==> src/rtl/diffeq_result_collector.sv <==
// Frames the diffeq solver's x/y/u outputs into records once they settle, queued in a FWFT FIFO.
// Define DIFFEQ_COLLECT_TIMEOUT_EN to compile in the forced-record timeout path.
//
// state | meaning
// IDLE  | no job in flight
// TRACK | watching the triplet for STABLE_CYCLES unchanged cycles
// PUSH  | one cycle, writing the captured record into the FIFO
module diffeq_result_collector #(
  parameter int STABLE_CYCLES = 4,
  parameter int TIMEOUT       = 1024,
  parameter int DEPTH         = 4
) (
  input  logic        clk,
  input  logic        reset,
  input  logic        start,
  input  logic [31:0] xport,
  input  logic [31:0] yport,
  input  logic [31:0] uport,
  input  logic        out_ready,
  output logic        out_valid,
  output logic [31:0] out_x,
  output logic [31:0] out_y,
  output logic [31:0] out_u,
  output logic [31:0] out_sum,
  output logic [15:0] out_cycles,
  output logic        out_timeout,
  output logic        busy,
  output logic        overflow
);

  localparam int AW = $clog2(DEPTH);
  localparam logic [15:0] STABLE_W = 16'(STABLE_CYCLES);
  localparam logic [AW:0] DEPTH_W  = (AW+1)'(DEPTH);

  if (STABLE_CYCLES < 1 || STABLE_CYCLES > 65535 || TIMEOUT > 65535 ||
      DEPTH < 2 || (DEPTH & (DEPTH - 1)) != 0) begin : g_param_check
    $error("diffeq_result_collector: illegal parameter value");
  end

  typedef enum logic [1:0] {S_IDLE = 2'd0, S_TRACK = 2'd1, S_PUSH = 2'd2} state_e;

  typedef struct packed {
    logic [31:0] x;
    logic [31:0] y;
    logic [31:0] u;
    logic [31:0] sum;
    logic [15:0] cycles;
    logic        timeout;
  } rec_t;

  state_e        state_q, state_d;
  logic [95:0]   prev_q;
  logic [15:0]   stable_q, cyc_q;
  rec_t          cap_q;
  rec_t          mem_q [DEPTH];
  rec_t          head;
  logic [AW-1:0] wr_ptr_q, rd_ptr_q;
  logic [AW:0]   count_q;
  logic          overflow_q;

  logic [95:0] trip;
  logic [15:0] stable_inc, cyc_inc;
  logic        converge, timeout_hit;
  logic        push, pop, full, push_ok;

  assign trip       = {xport, yport, uport};
  assign stable_inc = (trip == prev_q) ? stable_q + 16'd1 : 16'd0;
  assign cyc_inc    = (cyc_q == 16'hFFFF) ? cyc_q : cyc_q + 16'd1;
  assign converge   = (state_q == S_TRACK) && (stable_inc == STABLE_W);
`ifdef DIFFEQ_COLLECT_TIMEOUT_EN
  localparam logic [15:0] TIMEOUT_W = 16'(TIMEOUT);
  assign timeout_hit = (state_q == S_TRACK) && !converge && (cyc_inc == TIMEOUT_W);
`else
  assign timeout_hit = 1'b0;
`endif

  // A start in PUSH abandons the pending record, so it never reaches the FIFO.
  assign push    = (state_q == S_PUSH) && !start;
  assign pop     = out_valid && out_ready;
  assign full    = (count_q == DEPTH_W);
  assign push_ok = push && (!full || pop);

  always_ff @(posedge clk or posedge reset) begin
    if (reset) state_q <= S_IDLE;
    else       state_q <= state_d;
  end

  always_comb begin
    state_d = state_q;
    case (state_q)
      S_IDLE:  state_d = S_IDLE;
      S_TRACK: if (converge || timeout_hit) state_d = S_PUSH;
      S_PUSH:  state_d = S_IDLE;
      default: state_d = S_IDLE;
    endcase
    if (start) state_d = S_TRACK;
  end

  always_comb begin
    out_valid   = (count_q != '0);
    head        = mem_q[rd_ptr_q];
    out_x       = '0;
    out_y       = '0;
    out_u       = '0;
    out_sum     = '0;
    out_cycles  = '0;
    out_timeout = 1'b0;
    if (out_valid) begin
      out_x       = head.x;
      out_y       = head.y;
      out_u       = head.u;
      out_sum     = head.sum;
      out_cycles  = head.cycles;
      out_timeout = head.timeout;
    end
    busy     = (state_q != S_IDLE);
    overflow = overflow_q;
  end

  always_ff @(posedge clk or posedge reset) begin
    if (reset) begin
      prev_q   <= '0;
      stable_q <= '0;
      cyc_q    <= '0;
      cap_q    <= '0;
    end else if (start) begin
      prev_q   <= trip;
      stable_q <= '0;
      cyc_q    <= '0;
    end else if (state_q == S_TRACK) begin
      prev_q   <= trip;
      stable_q <= stable_inc;
      cyc_q    <= cyc_inc;
      if (converge || timeout_hit) begin
        cap_q.x       <= xport;
        cap_q.y       <= yport;
        cap_q.u       <= uport;
        cap_q.sum     <= xport + yport + uport;
        cap_q.cycles  <= cyc_inc;
        cap_q.timeout <= !converge;
      end
    end
  end

  always_ff @(posedge clk) begin
    if (push_ok) mem_q[wr_ptr_q] <= cap_q;
  end

  always_ff @(posedge clk or posedge reset) begin
    if (reset) begin
      wr_ptr_q   <= '0;
      rd_ptr_q   <= '0;
      count_q    <= '0;
      overflow_q <= 1'b0;
    end else begin
      if (push_ok) wr_ptr_q <= wr_ptr_q + 1'b1;
      if (pop)     rd_ptr_q <= rd_ptr_q + 1'b1;
      if (push_ok && !pop)      count_q <= count_q + 1'b1;
      else if (!push_ok && pop) count_q <= count_q - 1'b1;
      if (push && !push_ok) overflow_q <= 1'b1;
    end
  end

endmodule
==> config.mk <==
export PLATFORM = sky130hd
export DESIGN_NAME = diffeq_result_collector
export DESIGN_NICKNAME = d
export VERILOG_FILES = /design/src/rtl/diffeq_result_collector.sv
export SDC_FILE = /design/constraint.sdc
export NUM_CORES = 1
export LEC_CHECK = 0
export BUFFER_PORTS_ARGS = -buffer_cell sky130_fd_sc_hd__buf_2
export CAP_MARGIN = 25
export CORE_ASPECT_RATIO = 1.25
export CORE_MARGIN = 2
export CORE_UTILIZATION = 40
export CTS_CLUSTER_SIZE = 12
export DETAILED_ROUTE_END_ITERATION = 16
export HOLD_SLACK_MARGIN = 0.05
export SKIP_LAST_GASP = 1
export SYNTH_ARGS = -nofsm -noshare
export SYNTH_HDL_FRONTEND = slang
export SYNTH_SLANG_ARGS = --single-unit
==> constraint.sdc <==
create_clock -name clk -period 35.6 [get_ports clk]
set_input_delay 10.68 -clock clk [delete_from_list [all_inputs] [get_ports clk]]
set_output_delay 10.68 -clock clk [all_outputs]
set_load 0.02 [all_outputs]
==> impl_metrics.csv, run 1 <==
group,metric,value,unit
routing,drc_errors,0,
routing,route.met3.wl,4740,um
global_route,grt_max_degree,168,
routing,ant_nets,0,
clock_network,clock_sinks,863,
timing,slew_violations,0,
power_and_ir_drop,peakVddDrop,0.0000356,V
place,placed_cells,3734,
routing,via_per_inst,5.31,
cells_and_area,drive_above_1_share,0.238,
clock_network,cts_inserted_buffers,88,
timing,rsz0062_at_grt,"false",
critical_path,slowest_stage,"dfrtp_4",
cells_and_area,fillers,7953,
critical_path,cpPeakStageDelay,900,ps
timing,finalHoldViolCount,0,
floorplanning,core_area,91100,um2
clock_network,ctsHoldBuffers,0,
critical_path,worstPathCellList,"buf_4 -> buf_4 -> mux4_2 -> and2_1 -> buf_2",
routing,wl_met2,46500,um
place,post-dp-hpwl,60900,um
clock_network,clkTransAtPathRegs,60,ps
critical_path,endpoint_kind,"output pin",
clock_network,cts_tree,"done",
timing,finalSetupViolations,0,
timing,max_freq,67.5,MHz
critical_path,crit_top_cell,"buf_4",
worst_hold_path,hp-class,"reg -> reg",
critical_path,critPathLaunchType,"register",
timing,finalCritPeriodShare,0.416,
synthesis,synth_common_cells,"580 x edfxtp_1, 388 x nand2_1, 283 x dfrtp_1",
critical_path,critical_path_peak_fanout,39,
outcome,status,"finished, final reports clean",
synthesis,yosys_warnings,0,
synthesis,syn_avg_cell_area,15.4,um2
timing,tightestPinTransition,1080,ps
timing,fin_skew,26.4,ps
synthesis,synth_top_area_frac,0.476,
synthesis,ys_types,57,
job,maxCapViolCount,0,
floorplanning,dieArea,93900,um2
floorplanning,dieWidth,275,um
global_route,grt_pass1_wl,137000,um
synthesis,synth_area_leaders,"edfxtp_1 48%, dfrtp_1 19%, mux4_2 8.9%, nand2_1 4.0%, xor2_1 3.0%",
routing,wl_per_cell,23.5,um
synthesis,yosys.area.top_type,"edfxtp_1",
routing,top_layer,"met5",
clock_network,post_cts_buffers,0,
floorplanning,start_util,0.402,
cells_and_area,finalNetCount,2798,
clock_network,clock_path_buffers,3,
power_and_ir_drop,power_density,49.6,nW/um2
floorplanning,io_pins,248,
synthesis,syn-num-nets,2551,
routing,wl_met1,38000,um
timing,setup_tns,0,ps
global_route,antenna_found_initial,19,
synthesis,synthCells,2381,
synthesis,ys_seq_area_frac,0.669,
routing,routed_wl,91600,um
routing,drtIter0Drc,1596,
floorplanning,rows,124,
synthesis,synthFlopType,"edfxtp_1",
global_route,grt_pass1_vias,21153,
synthesis,syn_area,36600,um2
synthesis,ys_seq_elements,863,
global_route,grt-ovfl-total,0,
synthesis,synth_edf_count,580,
global_route,track_usage,0.196,
cells_and_area,area.growth.synth_to_final,13.9,%
routing,dr.pass1.iters,5,
clock_network,cts-root-buf,"clkbuf_16",
clock_network,htreeDepth,3,
critical_path,cp.required,24920,ps
clock_network,clock_latency,650,ps
cells_and_area,fin_cells,3899,
timing,min_period,14820,ps
floorplanning,dieHeight,342,um
synthesis,ys_async_sr_fraction,0.328,
critical_path,crit_type,"reg -> out",
power_and_ir_drop,p_leak,17.5,nW
critical_path,critPathArrivalTime,4140,ps
place,gp_congestion,0.884,
timing,slew_headroom,0.278,
clock_network,cts-resized-gates,0,
routing,vias,20695,
synthesis,synth_most_common_cell,"edfxtp_1",
place,io_buffers,247,
-- flip-flops by register name (all words and copies together) (netlist names) --
register,flops
wr_ptr_q,2
prev_q,96
cap_q,145
overflow,1
state_q,2
stable_q,16
cyc_q,16
count_q,3
mem_q,580
rd_ptr_q,2
-- path summary, 6_finish.rpt --
kind	from	endpoint	slack, ps	depth (start not counted)
worst min-delay path	cap_q[129]	mem_q[1][129]	510	0
max in group asynchronous	reset	cap_q[128]	23790	3
worst max register to register	prev_q[26]	cap_q[110]	31310	10
worst max-delay path	rd_ptr_q[0]	out_y[19]	20780	5
min in group asynchronous	reset	cap_q[11]	10190	2
worst min register to register	cap_q[129]	mem_q[1][129]	510	0
-- report_power, final --
group          internal [mW]  switching, mW
logic                 0.0473         0.0823
registers               1.07        0.00400
clock network          0.485          0.381
total                   1.60          0.467
-- metrics by stage --
| step | utilization | cell area [um2] | setup WS [ps] | power (mW) | hold WS, ps |
|---|---|---|---|---|---|
| 2_1_floorplan | - | 36600 | 17110 | 1.17 | 449 |
| 3_3_place_gp | 0.428 | 39000 | 20890 | 1.22 | 470 |
| 3_5_place_dp | 0.428 | 39000 | 20810 | 1.22 | 502 |
| 4_1_cts | 0.457 | 41600 | 20560 | 2.08 | 507 |
| 5_1_grt | 0.458 | 41700 | 20410 | 2.13 | 531 |
| 6_report | 0.458 | 41700 | 20780 | 2.07 | 506 |
-- cells by family after synthesis --
| logic type | synth area share |
|---|---|
| AO/OA/AOI/OAI | 0.0299 |
| XOR/XNOR | 0.0393 |
| adder cells (fa/ha/maj) | 0.0307 |
| AND/OR/NAND/NOR | 0.0929 |
| buffers and inverters | 0.0177 |
| flip-flops | 0.669 |
| multiplexers | 0.120 |
-- placed cells by master, fill, tap and decap left out, drive strengths merged, types with 30 or more instances in the layout --
master / netlist / layout
a21oi: 30 / 30
and2: 151 / 151
buf: 48 / 270
clkbuf: 65 / 140
dfrtp: 283 / 283
edfxtp: 580 / 580
fa: 33 / 33
ha: 37 / 37
mux2: 96 / 96
mux4: 145 / 145
nand2: 388 / 388
nor2: 63 / 63
o21ai: 91 / 91
xnor2: 37 / 37
xor2: 127 / 127
-- worst max-delay path: cells and delay by family (launching register included) --
kind          cells  cell delay, ps
flops             1             900
mux               1             640
buf+inv           3            1650
simple gates      1             180
-- layer usage --
layer  track usage  up-vias
li1              -     9205
met1         0.259    10746
met2         0.332      547
met3        0.0345      167
met4        0.0565       30
met5             0        -
-- area by class of cell --
class                           count  area [um2]  area share
Inverter                           15        63.8     0.00153
Clock buffer                      140        2470      0.0592
Clock inverter                     20         186     0.00447
Antenna cell                        4        10.0    0.000240
Timing Repair Buffer              270        1460      0.0351
Multi-Input combinational cell   1390       11500       0.275
Tap cell                         1197        1500      0.0359
Sequential cell                   863       24500       0.588
No activity file was read; power rests on OpenSTA's default activity.
==> inputs of run 2 (changes only) <==
==> constraint.sdc (replaced) <==
create_clock -name clk -period 12.1 [get_ports clk]
set_input_delay 3.63 -clock clk [delete_from_list [all_inputs] [get_ports clk]]
set_output_delay 3.63 -clock clk [all_outputs]
set_load 0.02 [all_outputs]
==> run 2 against run 1 <==
  * Combinational power increased to 2.9 times the previous value
  * Via count hardly changed
  * Hold slack worse by 8.4 ps
  * Count of clock-buffer cells in the layout is 6 higher
  * Largest cell class unchanged
  * Core utilization increased by 0.10 points
==> impl_metrics.csv, run 2 (synthesis gave the netlist of run 1 again) <==
group,metric,value,unit
outcome,status,"finished, final reports clean",
cells_and_area,final_cell_mix,"580 x edfxtp_1, 388 x nand2_1, 281 x dfrtp_1",
global_route,grt_pass1_vias,21373,
clock_network,cts_inserted_buffers,87,
power_and_ir_drop,p_sw,1.37,mW
cells_and_area,fin_area,41800,um2
clock_network,clkTransAtPathRegs,60,ps
timing,slew_violations,0,
timing,max_freq,141,MHz
timing,setup_ws,5000,ps
critical_path,critPathArrivalTime,3470,ps
global_route,grt-ovfl-total,0,
power_and_ir_drop,p_leak,17.5,nW
critical_path,crit_type,"reg -> out",
routing,via_per_inst,5.30,
place,post_dp_cell_area,39000,um2
clock_network,cts_tree,"done",
floorplanning,rows,124,
job,maxCapViolCount,0,
cells_and_area,finalNetCount,2797,
place,io_buffers,247,
timing,slew_headroom,0.260,
routing,wl_per_cell,23.6,um
timing,finalHoldViolCount,0,
routing,ant_nets,0,
critical_path,endpoint_kind,"output pin",
place,gp_congestion,0.892,
cells_and_area,largest_reg_flops,580,
timing,setup_tns,0,ps
routing,dr.pass1.iters,6,
clock_network,cts-resized-gates,0,
floorplanning,start_util,0.402,
timing,min_period,7100,ps
routing,vias,20678,
power_and_ir_drop,power_density,147,nW/um2
cells_and_area,fillers,7964,
timing,rsz0062_at_grt,"false",
cells_and_area,fin_cells,3900,
clock_network,htreeDepth,3,
global_route,antenna_found_initial,17,
critical_path,critical_path_peak_fanout,42,
cells_and_area,final_common_cell,"edfxtp_1",
clock_network,clock_sinks,863,
routing,routed_wl,91900,um
power_and_ir_drop,p_comb_frac,0.062,
global_route,track_usage,0.198,
cells_and_area,top_register,"mem_q",
cells_and_area,area.growth.synth_to_final,14.1,%
place,placed_cells,3733,
timing,finalSetupViolations,0,
floorplanning,dieHeight,342,um
cells_and_area,reg_top3,"mem_q: 580 flops, cap_q: 145 flops, prev_q: 96 flops",
routing,drc_errors,0,
clock_network,ctsHoldBuffers,0,
floorplanning,io_pins,248,
global_route,grt_max_degree,168,
worst_hold_path,hp-class,"reg -> reg",
power_and_ir_drop,pwr-share-clk,0.424,
power_and_ir_drop,peakVddDrop,0.000105,V
power_and_ir_drop,internal_power,4.76,mW
floorplanning,core_area,91100,um2
floorplanning,dieWidth,275,um
routing,drtIter0Drc,1534,
power_and_ir_drop,p_sw_frac,0.224,
critical_path,critPathLaunchType,"register",
global_route,grt_pass1_wl,138000,um
power_and_ir_drop,seqPwrFrac,0.514,
clock_network,cts-root-buf,"clkbuf_16",
place,preCtsSetupSlack,4420,ps
timing,fin_skew,34.1,ps
clock_network,clock_latency,660,ps
timing,tightestPinTransition,1110,ps
cells_and_area,drive_above_1_share,0.235,
floorplanning,dieArea,93900,um2
place,post-dp-hpwl,61100,um
clock_network,post_cts_buffers,0,
clock_network,clock_path_buffers,3,
timing,finalCritPeriodShare,0.587,
critical_path,cp.required,8470,ps
[run 2: changes by cell type in the layout (fill, tap and decap cells not counted), sizes merged]
cell,before,now
inv,21,18
clkinv,11,7
clkinvlp,2,3
bufinv,1,4
clkbuf,140,146
diode,4,2
[run 2: per-stage QoR]
step / util / hold WS [ps] / power, mW
3_5_place_dp: 0.428 / 499 / 3.59
5_1_grt: 0.459 / 521 / 6.33
2_1_floorplan: - / 449 / 3.44
4_1_cts: 0.458 / 507 / 6.19
6_report: 0.459 / 498 / 6.14
3_3_place_gp: 0.428 / 470 / 3.59
[run 2: routing by layer]
| layer | wire length (um) | track usage | vias up | share of wire |
|---|---|---|---|---|
| li1 | - | - | 9205 | - |
| met1 | 38100 | 0.262 | 10719 | 0.41 |
| met2 | 46800 | 0.337 | 598 | 0.51 |
| met3 | 5150 | 0.0360 | 134 | 0.056 |
| met4 | 1710 | 0.0486 | 22 | 0.019 |
| met5 | 142 | 0 | - | 0.0015 |
[run 2: final cells by class]
cell class                      count  area [um2]  area share
Timing Repair Buffer              270        1490      0.0358
Clock inverter                     17         248     0.00593
Sequential cell                   863       24500       0.587
Clock buffer                      146        2470      0.0592
Antenna cell                        2        5.00    0.000120
Tap cell                         1197        1500      0.0359
Multi-Input combinational cell   1390       11500       0.275
Inverter                           15        63.8     0.00153
[run 2: power groups by stage]
| stage | sequential [mW] | clock [mW] | combinational, mW |
|---|---|---|---|
| after global routing | 3.15 | 2.77 | 0.415 |
| after detailed placement | 3.21 | 0 | 0.379 |
| after global placement | 3.21 | 0 | 0.376 |
| after floorplan | 3.21 | 0 | 0.229 |
| final | 3.15 | 2.60 | 0.383 |
| after CTS | 3.15 | 2.65 | 0.382 |
[run 2: critical path: stages (launching register included)]
cell,delay (ps)
dfrtp_4,900
buf_4,830
mux4_2,620
and2_1,230
buf_2,180
[run 2: path summary, 6_finish.rpt]
path	slack, ps	depth (start not counted)	to	startpoint
setup / recovery	5000	4	out_x[20]	rd_ptr_q[0]
hold / removal	500	1	count_q[2]	count_q[2]
setup reg to reg	8150	9	cap_q[30]	prev_q[26]
hold reg to reg	500	1	count_q[2]	count_q[2]
min in group asynchronous	3120	2	cap_q[12]	reset
max in group asynchronous	7250	3	cap_q[41]	reset
==> inputs of run 3 (changes only) <==
==> constraint.sdc (replaced) <==
create_clock -name clk -period 6.4 [get_ports clk]
set_input_delay 1.92 -clock clk [delete_from_list [all_inputs] [get_ports clk]]
set_output_delay 1.92 -clock clk [all_outputs]
set_load 0.02 [all_outputs]
==> run 3 against run 2 <==
  * Non-clock buffer count rose by 8
  * Cell area rose by 0.47%
  * Critical path depth did not move
  * Highest routed layer unchanged
  * Sequential cell count did not move
  * Via count fell by 0.52%
==> impl_metrics.csv, run 3 (synthesis gave the netlist of run 1 again) <==
group,metric,value,unit
critical_path,critPathLaunchType,"register",
timing,max_freq,198,MHz
routing,wl_met2,44700,um
clock_network,cts-root-buf,"clkbuf_16",
global_route,grt_pass1_wl,134000,um
cells_and_area,largest_reg_flops,580,
power_and_ir_drop,power_density,276,nW/um2
place,gp_congestion,0.869,
critical_path,cp.required,4480,ps
cells_and_area,final_common_cell,"edfxtp_1",
floorplanning,dieArea,93900,um2
critical_path,critPathArrivalTime,3130,ps
critical_path,critical_path_peak_fanout,43,
power_and_ir_drop,seqPwrFrac,0.514,
floorplanning,start_util,0.402,
routing,ant_nets,0,
power_and_ir_drop,pwr-share-clk,0.424,
clock_network,clock_latency,670,ps
power_and_ir_drop,peakVddDrop,0.000221,V
timing,rsz0062_at_grt,"false",
routing,via_per_inst,5.26,
clock_network,cts-resized-gates,0,
cells_and_area,top_register,"mem_q",
clock_network,ctsHoldBuffers,0,
power_and_ir_drop,p_sw,2.59,mW
routing,routed_wl,90400,um
place,io_buffers,247,
timing,fin_skew,34.1,ps
clock_network,post_cts_buffers,0,
power_and_ir_drop,p_comb_frac,0.062,
timing,slew_headroom,0.387,
routing,dr.pass1.iters,5,
global_route,grt_max_degree,147,
clock_network,clkTransAtPathRegs,60,ps
clock_network,cts_tree,"done",
timing,tightestPinTransition,920,ps
global_route,grt_pass1_vias,21107,
floorplanning,dieWidth,275,um
power_and_ir_drop,p_leak,17.6,nW
routing,vias,20571,
place,post-dp-hpwl,60900,um
critical_path,crit_type,"reg -> out",
power_and_ir_drop,internal_power,9.00,mW
clock_network,htreeDepth,3,
cells_and_area,drive_above_1_share,0.241,
power_and_ir_drop,p_sw_frac,0.223,
worst_hold_path,hp-class,"reg -> reg",
floorplanning,io_pins,248,
outcome,status,"finished, final reports clean",
cells_and_area,finalNetCount,2805,
routing,wl_per_cell,23.1,um
cells_and_area,fillers,7915,
floorplanning,rows,124,
clock_network,cts_inserted_buffers,87,
global_route,antenna_found_initial,19,
global_route,grt-ovfl-total,0,
timing,slew_violations,0,
floorplanning,core_area,91100,um2
timing,setup_tns,0,ps
global_route,track_usage,0.193,
routing,drc_errors,0,
timing,finalSetupViolations,0,
cells_and_area,reg_top3,"mem_q: 580 flops, cap_q: 145 flops, prev_q: 96 flops",
floorplanning,dieHeight,342,um
routing,wl_met1,38100,um
job,maxCapViolCount,0,
clock_network,clock_sinks,863,
timing,min_period,5050,ps
routing,top_layer,"met5",
cells_and_area,area.growth.synth_to_final,14.7,%
timing,finalCritPeriodShare,0.790,
timing,finalHoldViolCount,0,
clock_network,clock_path_buffers,3,
timing,hold_ws,492,ps
cells_and_area,final_cell_mix,"580 x edfxtp_1, 388 x nand2_1, 281 x dfrtp_1",
critical_path,endpoint_kind,"output pin",
routing,drtIter0Drc,1369,
routing,route.met3.wl,5330,um
## run 3: changes by cell type in the layout (fill, tap and decap cells not counted), moves of 2 or more
| cell | change |
|---|---|
| bufinv_16 | -3 |
| buf_16 | -3 |
| clkbuf_1 | -7 |
| buf_4 | -3 |
| buf_12 | +14 |
| diode_2 | +2 |
| clkbuf_8 | +10 |
| clkinv_2 | +2 |
## run 3: critical path, cell delays in order, from the launching register on
cell	delay (ps)
dfrtp_4	1010
buf_12	390
mux4_2	620
and2_1	180
buf_2	150
## run 3: stage by stage
step / util / instance area (um2) / instances / power [mW] / worst slack, ps
CTS: 0.461 / 42000 / 3907 / 11.7 / 1240
floorplan: - / 36600 / 2381 / 6.50 / 731
global placement: 0.430 / 39200 / 3742 / 6.78 / 869
global route: 0.461 / 42000 / 3908 / 11.9 / 1140
detailed placement: 0.431 / 39200 / 3743 / 6.78 / 823
finish: 0.461 / 42000 / 3911 / 11.6 / 1350
## run 3: path summary, 6_finish.rpt
check                             from           end  slack (ps)  cells past startpoint
hold / removal               cap_q[94]  mem_q[3][94]         490                      0
max in group asynchronous        reset   rd_ptr_q[1]        4120                      4
hold reg to reg              cap_q[94]  mem_q[3][94]         490                      0
setup reg to reg            prev_q[32]     cap_q[94]        2550                     10
min in group asynchronous        reset  stable_q[10]        1440                      3
setup / recovery           rd_ptr_q[0]   out_sum[11]        1350                      4
## run 3: layout make-up
class	count	area, um2	share of cell area
clock buffer	149	2580	0.0615
antenna	4	10.0	0.000239
sequential	863	24500	0.584
multi-input combinational	1390	11500	0.274
tap	1197	1500	0.0357
timing repair buffer	278	1670	0.0398
clock inverter	15	156	0.00373
inverter	15	60.1	0.00143
## run 3: power by group through the flow
| stage | clock network [mW] | registers, mW | logic (mW) |
|---|---|---|---|
| global placement | 0 | 6.07 | 0.709 |
| floorplan | 0 | 6.07 | 0.434 |
| CTS | 5.02 | 5.96 | 0.718 |
| global route | 5.21 | 5.96 | 0.779 |
| finish | 4.91 | 5.96 | 0.715 |
| detailed placement | 0 | 6.07 | 0.713 |
## run 3: routing by layer
metal,GRT usage,vias to the layer above
li1,-,9227
met1,0.256,10635
met2,0.320,539
met3,0.0411,144
met4,0.0566,26
met5,0,-
